[src/rtl/ad7768_pkg.sv]
// Shared definitions for the AD7768 configuration sequencer: FSM encodings,
// error codes, register map constants and the table entry layout.
package ad7768_pkg;

    // One-hot state encodings
    localparam logic [7:0] S_IDLE  = 8'b0000_0001;
    localparam logic [7:0] S_LOAD  = 8'b0000_0010;
    localparam logic [7:0] S_ISSUE = 8'b0000_0100;
    localparam logic [7:0] S_WAIT  = 8'b0000_1000;
    localparam logic [7:0] S_CHECK = 8'b0001_0000;
    localparam logic [7:0] S_NEXT  = 8'b0010_0000;
    localparam logic [7:0] S_DONE  = 8'b0100_0000;
    localparam logic [7:0] S_FAIL  = 8'b1000_0000;

    localparam logic [1:0] ERR_NONE     = 2'd0;
    localparam logic [1:0] ERR_MISMATCH = 2'd1;
    localparam logic [1:0] ERR_TIMEOUT  = 2'd2;

    localparam logic [7:0] CH_STANDBY    = 8'h00;
    localparam logic [7:0] PWR_MODE      = 8'h04;
    localparam logic [7:0] DATA_CTRL     = 8'h06;
    localparam logic [7:0] INTERFACE_CFG = 8'h07;

    typedef struct packed {
        logic [7:0] addr;
        logic [7:0] data;
    } cfg_entry_t;

    // Bit 7 of a frame address is the R/W flag, so table addresses keep it clear.
    function automatic cfg_entry_t cfg_entry(input logic [7:0] addr, input logic [7:0] data);
        cfg_entry_t e;
        e.addr = {1'b0, addr[6:0]};
        e.data = data;
        return e;
    endfunction

endpackage

[src/rtl/ad7768_cfg_rom.sv]
// Constant register-configuration table with a registered read port.
// Output is {addr[7:0], data[7:0]} for the index presented on the previous cycle.
module ad7768_cfg_rom
    import ad7768_pkg::*;
(
    input  logic        clk,
    input  logic        rst,
    input  logic [3:0]  idx,
    output logic [15:0] entry
);

    cfg_entry_t entry_d;
    cfg_entry_t entry_q;

    always_comb begin
        entry_d = '0;
        case (idx)
            4'd0:    entry_d = cfg_entry(PWR_MODE,      8'h1B);
            4'd1:    entry_d = cfg_entry(INTERFACE_CFG, 8'h01);
            4'd2:    entry_d = cfg_entry(CH_STANDBY,    8'h00);
            4'd3:    entry_d = cfg_entry(8'h01,         8'h0D);
            4'd4:    entry_d = cfg_entry(8'h02,         8'h0D);
            4'd5:    entry_d = cfg_entry(8'h03,         8'h00);
            4'd6:    entry_d = cfg_entry(8'h05,         8'h08);
            // SPI_SYNC pulse last so the new settings take effect together
            4'd7:    entry_d = cfg_entry(DATA_CTRL,     8'h80);
            default: entry_d = '0;
        endcase
    end

    // NOTE: this is a single output register, not a storage array, so resetting it is
    // cheap; a real memory array would be left unreset.
    always_ff @(posedge clk) begin
        if (rst) entry_q <= '0;
        else     entry_q <= entry_d;
    end

    assign entry = entry_q;

endmodule

[src/rtl/ad7768_cfg_seq.sv]
// Register-configuration sequencer: writes each table entry through the dual-frame
// SPI engine, reads it back, retries on mismatch and reports done/error.
module ad7768_cfg_seq
    import ad7768_pkg::*;
#(
    parameter int NUM_REGS    = 8,
    parameter int MAX_RETRY   = 2,
    parameter int TIMEOUT_CYC = 1023,
    parameter int VERIFY      = 1
) (
    input  logic       clk,
    input  logic       rst,
    input  logic       start,
    output logic       busy,
    output logic       done,
    output logic       error,
    output logic [3:0] err_index,
    output logic [1:0] err_code,
    output logic       spi_start,
    output logic [7:0] spi_addr1,
    output logic       spi_rw1,
    output logic [7:0] spi_data1,
    output logic [7:0] spi_addr2,
    output logic       spi_rw2,
    output logic [7:0] spi_data2,
    input  logic       spi_end,
    input  logic [7:0] spi_rdata2
);

    localparam logic [3:0] LAST_IDX    = 4'(NUM_REGS - 1);
    localparam logic [2:0] RETRY_LIMIT = 3'(MAX_RETRY);
    localparam logic [9:0] TIMEOUT_LIM = 10'(TIMEOUT_CYC);

    logic [7:0] state_q,     state_d;
    logic [3:0] index_q,     index_d;
    logic [2:0] retry_q,     retry_d;
    logic [9:0] timer_q,     timer_d;
    logic [7:0] rdata_q,     rdata_d;
    logic [7:0] addr_q,      addr_d;
    logic [7:0] data_q,      data_d;
    logic       rw2_q,       rw2_d;
    logic       error_q,     error_d;
    logic [3:0] err_index_q, err_index_d;
    logic [1:0] err_code_q,  err_code_d;

    logic [15:0] rom_entry;
    cfg_entry_t  rom_e;

    // The ROM is addressed with the next index so its registered output is
    // already valid for the current index when the FSM reaches LOAD.
    ad7768_cfg_rom u_rom (
        .clk   (clk),
        .rst   (rst),
        .idx   (index_d),
        .entry (rom_entry)
    );

    assign rom_e = cfg_entry_t'(rom_entry);

    always_comb begin
        // NOTE: every next-value signal gets its hold value first, so no branch can
        // leave one unassigned and infer a latch.
        state_d     = state_q;
        index_d     = index_q;
        retry_d     = retry_q;
        timer_d     = timer_q;
        rdata_d     = rdata_q;
        addr_d      = addr_q;
        data_d      = data_q;
        rw2_d       = rw2_q;
        error_d     = error_q;
        err_index_d = err_index_q;
        err_code_d  = err_code_q;

        case (state_q)
            S_IDLE: begin
                if (start) begin
                    state_d     = S_LOAD;
                    index_d     = '0;
                    retry_d     = '0;
                    error_d     = 1'b0;
                    err_code_d  = ERR_NONE;
                    err_index_d = '0;
                end
            end
            S_LOAD: begin
                addr_d  = rom_e.addr;
                data_d  = rom_e.data;
                rw2_d   = 1'b1;
                state_d = S_ISSUE;
            end
            S_ISSUE: begin
                timer_d = '0;
                state_d = S_WAIT;
            end
            S_WAIT: begin
                if (spi_end) begin
                    rdata_d = spi_rdata2;
                    state_d = S_CHECK;
                end else if (timer_q == TIMEOUT_LIM) begin
                    state_d     = S_FAIL;
                    error_d     = 1'b1;
                    err_code_d  = ERR_TIMEOUT;
                    err_index_d = index_q;
                end else if (timer_q != '1) begin
                    timer_d = timer_q + 10'd1;
                end
            end
            S_CHECK: begin
                if (VERIFY == 0 || rdata_q == data_q) begin
                    state_d = S_NEXT;
                end else if (retry_q < RETRY_LIMIT) begin
                    retry_d = retry_q + 3'd1;
                    state_d = S_ISSUE;
                end else begin
                    state_d     = S_FAIL;
                    error_d     = 1'b1;
                    err_code_d  = ERR_MISMATCH;
                    err_index_d = index_q;
                end
            end
            S_NEXT: begin
                if (index_q == LAST_IDX) begin
                    state_d = S_DONE;
                end else begin
                    index_d = index_q + 4'd1;
                    retry_d = '0;
                    state_d = S_LOAD;
                end
            end
            S_DONE:  state_d = S_IDLE;
            S_FAIL:  state_d = S_IDLE;
            default: state_d = S_IDLE;
        endcase
    end

    // NOTE: non-blocking assignments make every flop sample pre-edge values,
    // independent of statement order.
    always_ff @(posedge clk) begin
        if (rst) begin
            state_q     <= S_IDLE;
            index_q     <= '0;
            retry_q     <= '0;
            timer_q     <= '0;
            rdata_q     <= '0;
            addr_q      <= '0;
            data_q      <= '0;
            rw2_q       <= 1'b0;
            error_q     <= 1'b0;
            err_index_q <= '0;
            err_code_q  <= ERR_NONE;
        end else begin
            state_q     <= state_d;
            index_q     <= index_d;
            retry_q     <= retry_d;
            timer_q     <= timer_d;
            rdata_q     <= rdata_d;
            addr_q      <= addr_d;
            data_q      <= data_d;
            rw2_q       <= rw2_d;
            error_q     <= error_d;
            err_index_q <= err_index_d;
            err_code_q  <= err_code_d;
        end
    end

    assign busy      = (state_q == S_LOAD)  || (state_q == S_ISSUE) || (state_q == S_WAIT) ||
                       (state_q == S_CHECK) || (state_q == S_NEXT);
    assign done      = (state_q == S_DONE);
    assign error     = error_q;
    assign err_index = err_index_q;
    assign err_code  = err_code_q;
    assign spi_start = (state_q == S_ISSUE);
    assign spi_addr1 = addr_q;
    assign spi_rw1   = 1'b0;
    assign spi_data1 = data_q;
    assign spi_addr2 = addr_q;
    assign spi_rw2   = rw2_q;
    assign spi_data2 = 8'h00;

endmodule

[config.mk]
export PLATFORM = sky130hd
export DESIGN_NAME = ad7768_cfg_seq
export DESIGN_NICKNAME = d
export VERILOG_FILES = /design/src/rtl/ad7768_pkg.sv /design/src/rtl/ad7768_cfg_rom.sv /design/src/rtl/ad7768_cfg_seq.sv
export SDC_FILE = /design/constraint.sdc
export NUM_CORES = 1
export LEC_CHECK = 0
export BUFFER_PORTS_ARGS = -buffer_cell sky130_fd_sc_hd__buf_2
export CAP_MARGIN = 30
export CORE_UTILIZATION = 55
export CTS_CLUSTER_DIAMETER = 100
export DETAILED_ROUTE_END_ITERATION = 8
export GPL_ROUTABILITY_DRIVEN = 0
export HOLD_SLACK_MARGIN = 0.1
export PLACE_DENSITY = 0.77
export SYNTH_ARGS = -nofsm -noshare
export SYNTH_HDL_FRONTEND = slang
export SYNTH_SLANG_ARGS = --single-unit
[constraint.sdc]
create_clock -name clk -period 5.71 [get_ports clk]
set_input_delay 0.571 -clock clk [delete_from_list [all_inputs] [get_ports clk]]
set_output_delay 0.571 -clock clk [all_outputs]
set_load 0.1 [all_outputs]
; Yosys cells after proc, flatten, opt, wreduce, memory -nomap -nowiden
; Memory sizes are Yosys's and may differ from the RTL's. A register that Yosys moved wholly into a read port is not among the register bits.
; Cells that the tools add are included.
[word_totals]
n_memories = 1
in_bits = 12
ff_bits = 73
mem_bits_ro = 72
out_inout_bits = 44
wordCells = 89
[classes]
n_lt_le_gt_ge = 1
addsub = 3
n_eq_ne = 21
mux = 37
n_reduce_logical = 13
[mem_list]
columns = memory, words, word_bits, read_ports, rd_ports_with_merged_regs, write_ports, line_no
row1 = (name not given), 8, 9, 1, 1, 0, ad7768_cfg_rom.sv:17  ; case (idx)
[ops]
columns = cell, count
row1 = 8-bit one-hot mux with 6 select lines, 1
row2 = 8-bit 2-to-1 mux, 5
row3 = 10-bit 2-to-1 mux, 3
row4 = 4-bit 2-to-1 mux, 7
row5 = 10-bit one-hot mux with 2 select lines, 1
row6 = "2-bit inequality test, second input constant", 9
row7 = 3-bit 2-to-1 mux, 4
row8 = 4-bit one-hot mux with 3 select lines, 1
row9 = "10-bit by 1-bit adder with 10-bit output, second input constant", 1
row10 = "10-bit == test, second input constant", 1
row11 = 2-bit 2-to-1 mux, 5
row12 = "10-bit inequality test, second input constant", 1
row13 = 3-bit one-hot mux with 3 select lines, 1
row14 = "8-bit by 1-bit == test with 1-bit output, second input constant", 1
row15 = "8-bit by 2-bit == test with 1-bit output, second input constant", 1
row16 = "8-bit by 3-bit == test with 1-bit output, second input constant", 1
row17 = "8-bit by 4-bit == test with 1-bit output, second input constant", 1
row18 = "8-bit by 5-bit == test with 1-bit output, second input constant", 1
row19 = "8-bit by 6-bit == test with 1-bit output, second input constant", 1
row20 = "8-bit by 7-bit == test with 1-bit output, second input constant", 1
row21 = 8-bit == test, 1
row22 = 4-bit one-hot mux with 2 select lines, 1
row23 = 7-bit 2-to-1 mux, 1
row24 = 2-bit one-hot mux with 3 select lines, 1
row25 = 15 further kinds, 24

; Longest topological paths before layout
; Gate-level depths: netlist of the first run.
[depth]
word_depth = 5
mapped_depth = 10
depth_no_buf = 9

; Modules after synthesis
; Synthesis of the first run repeated with hierarchy kept, for this count alone.
[unflattened]
cells_unflattened = 377
area_unflattened_um2 = 3208.1
[by_module_without_submodules]
columns = mod, cells_per_inst, n_inst, seq_area_each_um2, area_each_um2
row1 = ad7768_cfg_seq, 334, 1, 1141.1, 2791.4
row2 = ad7768_cfg_rom, 43, 1, 160.2, 416.6

; Worst setup path after synthesis of the first run
; Ideal clock, no wire load.
[synth_timing]
path_type = reg2out
from = register state_q[3]
to = output port done
slack_ps = 1187
arrival_time_ps = 3952
required_ps = 5139
n_path_buf = 1
stages_incl_launch_ff = 4
path_cell_list = dfxtp_1 > buf_2 > or3_4 > nor4b_1
[synth_between]
elab_chain_len = 1
[synth_lines]
columns = element, line_no
row1 = from (decl), ad7768_cfg_seq.sv:34  ; logic [7:0] state_q, state_d;
row2 = from (signal assigned), ad7768_cfg_seq.sv:153  ; state_q <= state_d;
row3 = 8-bit by 7-bit == test with 1-bit output, ad7768_cfg_seq.sv:169  ; assign done = (state_q == S_DONE);
row4 = to (decl), ad7768_cfg_seq.sv:15  ; output logic done,
; Every way passes these cells.

; Worst setup path in the final report of the first run
[layout_timing]
from = register state_q[0]
to = output port busy
[layout_between]
elab_chain_len = 5
word_cells_on_any_way = 9
classes_between = eq/ne: 5 / reduce/logical: 4
[layout_lines]
columns = element, line_no
row1 = 8-bit by 2-bit == test with 1-bit output or 8-bit by 3-bit == test with 1-bit output (tied branches), ad7768_cfg_seq.sv:167  ; assign busy = (state_q == S_LOAD) || (state_q == S_ISSUE) || (state_q == S_WAIT) ||
row2 = 1-bit logical OR (3 in series), ad7768_cfg_seq.sv:167
row3 = 1-bit logical OR *, ad7768_cfg_seq.sv:168  ; (state_q == S_CHECK) || (state_q == S_NEXT);
row4 = to (decl), ad7768_cfg_seq.sv:14  ; output logic busy,
; Mark *: on every way between the ends. The rest lies on a longest branch, timed or not.

==> results of run 1 <==
==> worst max-delay path, cell delays in order (launching register included) <==
cell,delay [ps]
dfxtp_1,420
nor2_1,270
nand4_1,590
nand4b_1,390
buf_2,470
==> final timing paths <==
| kind | from | endpoint | slack, ps | depth (start not counted) |
|---|---|---|---|---|
| setup / recovery | state_q[0] | busy | 2630 | 4 |
| hold / removal | spi_rw2 | spi_rw2 | 460 | 2 |
| setup reg to reg | state_q[7] | u_rom.entry[3] | 3360 | 7 |
| hold reg to reg | spi_rw2 | spi_rw2 | 460 | 2 |
==> kinds of logic (layout without fill, tap and decap cells) <==
family,Yosys count,in the layout,synth area share
buffers and inverters,44,57,0.0902
other,1,21,0.00125
XOR/XNOR,7,7,0.0205
adder cells (fa/ha/maj),8,8,0.0334
AO/OA/AOI/OAI,68,68,0.152
multiplexers,12,12,0.0422
flip-flops,57,57,0.381
AND/OR/NAND/NOR,136,136,0.280
==> cells in the final DEF, fill, tap and decap left out, types with 3 or more instances in the layout <==
cell	instances
a21oi_1	28
a31oi_1	3
and3_1	6
buf_2	34
clkbuf_8	10
clkinvlp_4	4
conb_1	21
dfxtp_1	57
ha_1	8
inv_1	7
mux2i_1	10
nand2_1	21
nand2b_1	7
nand3_1	20
nand4_1	7
nand4b_1	3
nor2_1	28
nor2b_1	3
nor3_1	5
nor4_4	3
o21a_1	3
o21ai_0	13
o31ai_1	3
or3_1	6
or4_1	3
xnor2_1	5
==> metal layers <==
metal / share of wire / vias to the layer above
met5: 0 / -
met4: 0.030 / 0
met3: 0.066 / 17
met2: 0.46 / 74
met1: 0.45 / 1119
li1: - / 1214
==> report_power, final <==
group	switching (W)	leakage (nW)	internal (W)	total, W
sequential	0.0000106	0.461	0.000406	0.000417
clock	0.000181	0.0805	0.000168	0.000349
combinational	0.000166	0.820	0.0000424	0.000208
==> cell type report <==
cell class | count | area [um^2]
clock buffer | 10 | 138
clock inverter | 6 | 43.8
fill | 443 | 1900
inverter | 7 | 26.3
multi-input combinational | 252 | 1660
sequential | 57 | 1140
tap | 70 | 87.6
timing repair buffer | 34 | 170
==> per-stage QoR <==
step                      power, W  hold slack, ps  cells   util  setup slack (ps)
after global routing       0.00101             474    436  0.632              2470
after floorplan           0.000617             436    353      -              1190
final                     0.000974             458    436  0.632              2630
after global placement    0.000630             442    420  0.597              3070
after detailed placement  0.000633             446    420  0.597              3040
after CTS                 0.000979             456    436  0.632              2660
==> state kept, by name, indices dropped and copies added, names as in the netlist, 2 cells and up <==
name,cells
timer_q,10
rdata_q,8
state_q,8
u_rom.entry,8
spi_data1,5
err_index,4
index_q,4
retry_q,3
spi_addr1,3
err_code,2
==> summary.md, run 1 <==
| Metric | Value |
|---|---|
| First-pass GRT wire length | roughly 9.8 mm |
| DIE WIDTH | between 70 and 80 um |
| Fin area | 3270 um^2 |
| Vias in the first global route | between 2000 and 2500 |
| Register area share after synthesis | 0.381 |
| Nets | ~380 |
| CP Launch Type | register |
| Yosys top cell area share | 0.381 |
| Area leader, netlist | dfxtp_1 |
| Overflow left after global routing | 0 |
| TritonCTS clock tree | done |
| WL/cell | 14.5 um |
| Iteration count of the initial detailed-routing pass | 4 |
| Met3 Use GR | 0.0767 |
| Max Cap Viol | 0 |
| Layout overhead on the synthesized area | 9.01% |
| Core ar. | about 5200 um^2 |
| Fin crit share | 0.540 |
| Met2 GRT Util | 0.369 |
| Status | finished clean |
| Relative slew slack | 0.553 |
| Top cells by area, synth | dfxtp_1 38%, buf_4 6.3%, a21oi_1 4.7%, nor2_1 3.5%, ha_1 3.3% |
| Die height | 75.8 um |
| CTS sink count | 57 |
| Initial antenna violation count | 0 |
| # rows | 26 |
| LEAKAGE | ~1.4 nW |
| Synth top cells by count | 57 x dfxtp_1, 28 x a21oi_1, 28 x nor2_1 |
| Die area | around 5800 um^2 |
| Clk buf depth | 2 |
| Most frequent cell after synthesis | dfxtp_1 |
| Buffers on Ports | 34 |
| Setup TNS | 0 ps |
| Initial core utilization | 0.580 |
| CTS Buf Count | 9 |
| Share of cells above drive strength 1 | 0.199 |
| Kind of critical path | register to primary output |
| Fin crit period | approximately 3100 ps |
| GRT busiest layer | met2 |
| Worst Skew | 12.7 ps |
| Post-DP Area | 3090 um^2 |
| Setup-failing EPs final | 0 |
| GR Layer Usage met1 | 0.289 |
| Synth warn | 0 |
| Mapped Area | around 3000 um^2 |
| CTS root buf | clkbuf_8 |
| Post-CTS Hold Buffers | 0 |
| Synth Instances | around 330 |
| Starting DRT DRC Count | 196 |
| EDFF count, synth | 0 |
| Tot GR Track Use | 0.237 |
| H-tree depth | 3 |
| Worst Hold Class | register to register |
| Critical Path End Type | primary output |
| Ant. Diodes | 0 |
| RSZ-0062 raised after global routing | no |
| Clk pin slew, worst setup/hold paths | ~70 ps |
| Primary FF master, synth | dfxtp_1 |
| CP arrival | approximately 2500 ps |
| Least-Margin Pin Slew | between 600 and 700 ps |
| Distinct cells, synth | 61 |
| Ratio of total power to cell area | 298 nW/um^2 |
| Largest net degree at the start of global routing | 38 |
| Cts repair resizes | 0 |
| Syn_area_per_cell | ~9.0 um^2 |
| Via count | about 2400 |
| Max Slew Vio Count | 0 |
| Worst-case vdd ir drop | approximately 0.00016 V |
| Residual DRC | 0 |
| Postcts setup bufs | 0 |
| FF+latch count, synth | 57 |
| Number of vias per cell | approximately 5.6 |
| Max FO, Critical Path | 11 |
| Final HPWL DP | around 4.5 mm |
| Final Hold Fails | 0 |
| Clk_lat worst skew | 360 ps |
| Req. time, crit path | 5140 ps |
| I/O pins | 56 |
| Post-route ant nets | 0 |
| Asr flop ratio synth | 0 |
| DRT Wirelength | approximately 6.3 mm |
| Fmax | 0.324 GHz |
(Power assumes the default switching activity.)
==> inputs of run 2 (changes only) <==
CORE_UTILIZATION = 50   (was 55)
PLACE_DENSITY = 0.74   (was 0.77)
clock period = 2.7 ns   (was 5.71 ns; I/O delays follow)
==> summary.md, run 2 (synthesis gave the netlist of run 1 again) <==
| Metric | Value |
|---|---|
| WL/cell | 14.8 um (was 14.5 um) |
| Postcts setup bufs | 0 (unchanged) |
| Residual DRC | 0 (unchanged) |
| Worst Skew | 15.1 ps (was 12.7 ps) |
| Post-CTS Hold Buffers | 0 (unchanged) |
| Clk_lat worst skew | 350 ps (was 360 ps) |
| Slowest CP cell | nor3_2 (was nand4_1) |
| H-tree depth | 3 (unchanged) |
| CTS Buf Count | 9 (unchanged) |
| Final HPWL DP | 4.61 mm (was 4.49 mm) |
| Max reg flops | 10 (unchanged) |
| Worst stage delay on the critical path | 450 ps (was 590 ps) |
| RSZ-0062 raised after global routing | no (unchanged) |
| Largest reg by FF count | timer_q (unchanged) |
| Overflow left after global routing | 0 (unchanged) |
| Fin crit period | around 2500 ps |
| CP Launch Type | register (unchanged) |
| Core ar. | 5640 um^2 (was 5170 um^2) |
| Post-DP Area | 3130 um^2 (was 3090 um^2) |
| Crit-path leading delay family | simple AND/OR/NAND/NOR gates (unchanged) |
| Ratio of total power to cell area | 669 nW/um^2 (was 298 nW/um^2) |
| Via count | 2438 (was 2424) |
| Initial antenna violation count | 0 (unchanged) |
| Ant. Diodes | 0 (unchanged) |
| First-pass GRT wire length | 10.6 mm (was 9.82 mm) |
| Die height | 79.4 um (was 75.8 um) |
| Fmax | 0.395 GHz |
| Worst Hold Class | input port to register (was register to register) |
| Vias in the first global route | 2240 (was 2083) |
| Post-route ant nets | 0 (unchanged) |
| Max Cap Viol | 0 (unchanged) |
| Least-Margin Pin Slew | 689 ps (was 669 ps) |
| CTS root buf | clkbuf_8 (unchanged) |
| Req. time, crit path | 2430 ps (was 5140 ps) |
| Clk pin slew, worst setup/hold paths | 80 ps (was 70 ps) |
| Worst path cell trace | nor3_2 -> nand3_2 -> nand2_1 -> nand4b_1 -> buf_2 (was nor2_1 -> nand4_1 -> nand4b_1 -> buf_2) |
| Setup TNS | 0 ps (unchanged) |
| DRT Wirelength | 6.54 mm (was 6.34 mm) |
| Number of vias per cell | 5.53 (was 5.56) |
| Kind of critical path | register to primary output (unchanged) |
| Die area | 6310 um^2 (was 5750 um^2) |
| Final Core Density | 0.594 (was 0.632) |
| Iteration count of the initial detailed-routing pass | 4 (unchanged) |
| Buffers on Ports | 34 (unchanged) |
| Relative slew slack | 0.540 (was 0.553) |
| Clk buf depth | 2 (unchanged) |
| Critical Path End Type | primary output (unchanged) |
| Fin crit share | 0.937 |
| Share of cells above drive strength 1 | 0.209 (was 0.199) |
| Status | finished clean (unchanged) |
| Max Slew Vio Count | 0 (unchanged) |
| Final Hold Fails | 0 (unchanged) |
| Max FO, Critical Path | 7 (was 11) |
| CP arrival | 2260 ps (was 2510 ps) |
| LEAKAGE | 1.41 nW (was 1.36 nW) |
| CTS sink count | 57 (unchanged) |
| I/O pins | 56 (unchanged) |
| Cts repair resizes | 0 (unchanged) |
| Layout overhead on the synthesized area | 11.9% (was 9.01%) |
| Largest net degree at the start of global routing | 38 (unchanged) |
| Commonest cells after routing, fill and taps aside | 57 x dfxtp_1, 34 x buf_2, 28 x nor2_1, 28 x a21oi_1 (unchanged) |
| Starting DRT DRC Count | 133 (was 196) |
| Nets | 384 (was 381) |
| Number of buffers and inverters on the critical path | 1 (unchanged) |
| Tot GR Track Use | 0.223 (was 0.237) |
| # rows | 27 (was 26) |
| Setup-failing EPs final | 0 (unchanged) |
| TritonCTS clock tree | done (unchanged) |
| Initial core utilization | 0.531 (was 0.580) |
| DIE WIDTH | 79.4 um (was 75.8 um) |
| Leading cell type in the layout, fill and taps excluded | dfxtp_1 (unchanged) |
| Fin area | 3350 um^2 (was 3270 um^2) |
| Worst-case vdd ir drop | 0.000385 V (was 0.000163 V) |
==> run 2: worst min-delay path: stages <==
cell,delay (ps)
buf_2,90
nand3_1,50
a21oi_1,50
==> run 2: layout make-up <==
type / instances / area, um^2
fillers: 480 / 2290
multi-input cells: 252 / 1680
flip-flops and latches: 57 / 1140
repair buffers: 37 / 193
clock buffers: 9 / 124
clock inverters: 7 / 103
well taps: 72 / 90.1
inverters: 7 / 26.3
==> run 2: worst paths after layout <==
kind | startpoint | end | slack [ps] | cells after the start
worst min-delay path | spi_rdata2[3] | rdata_q[3] | 160 | 3
worst max-delay path | state_q[7] | busy | 170 | 5
worst min register to register | spi_rw2 | spi_rw2 | 460 | 2
worst max register to register | index_q[0] | u_rom.entry[2] | 400 | 9
==> run 2: per-stage QoR <==
stage / setup slack (ps) / total power, W / hold WS [ps] / instances
floorplan: 320 / 0.00131 / 417 / 353
global placement: 529 / 0.00134 / 434 / 425
detailed placement: 461 / 0.00134 / 434 / 425
CTS: 181 / 0.00225 / 147 / 441
global route: 40.2 / 0.00232 / 166 / 441
finish: 170 / 0.00224 / 162 / 441
==> run 2: metal layers <==
layer | track usage | vias up | wire [um]
met4 | 0.149 | 0 | 165
met2 | 0.353 | 91 | 3010
met1 | 0.267 | 1107 | 2980
met3 | 0.0514 | 14 | 384
met5 | 0 | - | 0
li1 | - | 1226 | -
==> run 2: report_power, final <==
| group | total [W] | internal, W | switching, W | leakage [nW] |
|---|---|---|---|---|
| logic | 0.000450 | 0.0000939 | 0.000356 | 0.835 |
| clock network | 0.000912 | 0.000527 | 0.000386 | 0.110 |
| registers | 0.000882 | 0.000858 | 0.0000233 | 0.461 |
| total | 0.00224 | 0.00148 | 0.000765 | 1.41 |
==> inputs of run 3 (changes only) <==
BUFFER_PORTS_ARGS = unset   (was -buffer_cell sky130_fd_sc_hd__buf_2)
CORE_UTILIZATION = 55   (was 50)
DONT_BUFFER_PORTS = 1   (was unset)
PLACE_DENSITY = 0.71   (was 0.74)
==> summary.md, run 3 (synthesis gave the netlist of run 1 again) <==
| Metric | Value |
|---|---|
| Status | finished clean (unchanged) |
| Initial antenna violation count | 0 (unchanged) |
| Worst Hold Class | input port to register (unchanged) |
| Clk_lat worst skew | 340 ps (was 350 ps) |
| Fmax | 0.416 GHz (was 0.395 GHz) |
| Die area | 5750 um^2 (was 6310 um^2) |
| Largest net degree at the start of global routing | 32 (was 38) |
| Relative slew slack | 0.355 (was 0.540) |
| Commonest cells after routing, fill and taps aside | 53 x dfxtp_1, 28 x nor2_1, 28 x a21oi_1 (was 57 x dfxtp_1, 34 x buf_2, 28 x nor2_1, 28 x a21oi_1) |
| First-pass GRT wire length | 10.3 mm (was 10.6 mm) |
| Setup TNS | 0 ps (unchanged) |
| Fin crit period | 2400 ps (was 2530 ps) |
| H-tree depth | 3 (unchanged) |
| # rows | 26 (was 27) |
| CP arrival | 2130 ps (was 2260 ps) |
| Critical R2R Launch | state_q[7] (was index_q[0]) |
| Final HPWL DP | 4.61 mm (about the same) |
| Largest reg by FF count | timer_q (unchanged) |
| Share of cells above drive strength 1 | 0.172 (was 0.209) |
| Die height | 75.8 um (was 79.4 um) |
| R2R Setup Slk | 460 ps (was 400 ps) |
| Layout overhead on the synthesized area | 15.7% (was 11.9%) |
| CTS sink count | 57 (unchanged) |
| LEAKAGE | 1.37 nW (was 1.41 nW) |
| Max Slew Vio Count | 0 (unchanged) |
| Max reg flops | 10 (unchanged) |
| Worst Hold End | retry_q[1] (was rdata_q[3]) |
| Fin crit share | 0.890 (was 0.937) |
| Final Hold Fails | 0 (unchanged) |
| Hold_sp | rst (was spi_rdata2[3]) |
| Fillers | 424 (was 480) |
| CTS Buf Count | 9 (unchanged) |
| I/O pins | 56 (unchanged) |
| Post-DP Area | 3090 um^2 (was 3130 um^2) |
| Worst-case vdd ir drop | 0.000509 V (was 0.000385 V) |
| Crit Reg-Reg Endpoint | u_rom.entry[2] (unchanged) |
| Setup-failing EPs final | 0 (unchanged) |
| CP Launch Type | register (unchanged) |
| Critical Path End Type | primary output (unchanged) |
| Tot GR Track Use | 0.248 (was 0.223) |
| Residual DRC | 0 (unchanged) |
| Core ar. | 5170 um^2 (was 5640 um^2) |
| Post-route ant nets | 0 (unchanged) |
| Starting DRT DRC Count | 221 (was 133) |
| Ratio of total power to cell area | 621 nW/um^2 (was 669 nW/um^2) |
| Req. time, crit path | 2430 ps (about the same) |
| Leading cell type in the layout, fill and taps excluded | dfxtp_1 (unchanged) |
| Nets | 384 (unchanged) |
| Vias in the first global route | 2169 (was 2240) |
| Reg2Reg Depth | 8 (was 9) |
| Least-Margin Pin Slew | 966 ps (was 689 ps) |
| RSZ-0062 raised after global routing | no (unchanged) |
| Fin area | 3470 um^2 (was 3350 um^2) |
| DIE WIDTH | 75.8 um (was 79.4 um) |
| Final Core Density | 0.671 (was 0.594) |
| Max FO, Critical Path | 7 (unchanged) |
| Ant. Diodes | 0 (unchanged) |
| Number of vias per cell | 5.70 (was 5.53) |
| WL/cell | 15.5 um (was 14.8 um) |
| Overflow left after global routing | 0 (unchanged) |
| Max Cap Viol | 0 (unchanged) |
| TritonCTS clock tree | done (unchanged) |
| Via count | 2489 (was 2438) |
| Clk pin slew, worst setup/hold paths | 60 ps (was 80 ps) |
| Worst Skew | 12.7 ps (was 15.1 ps) |
| Buffers on Ports | 0 (was 34) |
| Hold Slack | 115 ps (was 162 ps) |
| DRT Wirelength | 6.77 mm (was 6.54 mm) |
| Kind of critical path | register to primary output (unchanged) |
| CTS root buf | clkbuf_8 (unchanged) |
| Iteration count of the initial detailed-routing pass | 4 (unchanged) |
| Initial core utilization | 0.580 (was 0.531) |
| WHS Path Cells | 2 (was 3) |
| Clk buf depth | 2 (unchanged) |
## run 3: repair_timing
item	4_1_cts	5_1_grt
endpoints found under the hold margin	31	0
buffers inserted	0	0
hold buffers	17	0
gates resized for setup	0	0
## run 3: final cells by class
| class | count | area, um^2 | share of cell area |
|---|---|---|---|
| flip-flops and latches | 57 | 1150 | 0.330 |
| inverters | 7 | 26.3 | 0.00757 |
| clock inverters | 2 | 37.5 | 0.0108 |
| clock buffers | 12 | 165 | 0.0476 |
| multi-input cells | 252 | 1680 | 0.483 |
| repair buffers | 37 | 330 | 0.0952 |
| well taps | 70 | 87.6 | 0.0252 |
## run 3: critical path: stages (launching register included)
cell and delay [ps]:
dfxtp_1 400, nor3_2 440, nand3_2 250, nand2_1 220, nand4b_1 170, buf_4 310
## run 3: how the worst max path moves through the flow
stage,from,endpoint,slack (ps)
floorplan,state_q[7],state_q[0],320
global placement,index_q[0],u_rom.entry[2],550
detailed placement,state_q[7],u_rom.entry[2],470
CTS,state_q[7],busy,320
global route,state_q[0],busy,190
finish,state_q[7],busy,300
## run 3: layer usage
metal  global-route usage  up-vias  share of wire  routed length (um)
met1                0.320     1174           0.45                3020
met4               0.0947        0          0.019                 131
met5                    0        -              0                   0
li1                     -     1216              -                   -
met2                0.385       85           0.47                3180
met3               0.0820       14          0.065                 442
## run 3: power by group
| part | leakage (nW) | internal (W) | switching, W |
|---|---|---|---|
| Sequential | 0.463 | 0.000859 | 0.0000578 |
| Clock | 0.101 | 0.000491 | 0.000337 |
| Combinational | 0.810 | 0.0000979 | 0.000313 |
| Total | 1.37 | 0.00145 | 0.000708 |
## run 3: stage by stage
| step | instances | setup WS [ps] | total power, W |
|---|---|---|---|
| floorplan | 353 | 320 | 0.00131 |
| global placement | 406 | 552 | 0.00132 |
| detailed placement | 406 | 468 | 0.00132 |
| CTS | 437 | 322 | 0.00216 |
| global route | 437 | 188 | 0.00223 |
| finish | 437 | 297 | 0.00216 |
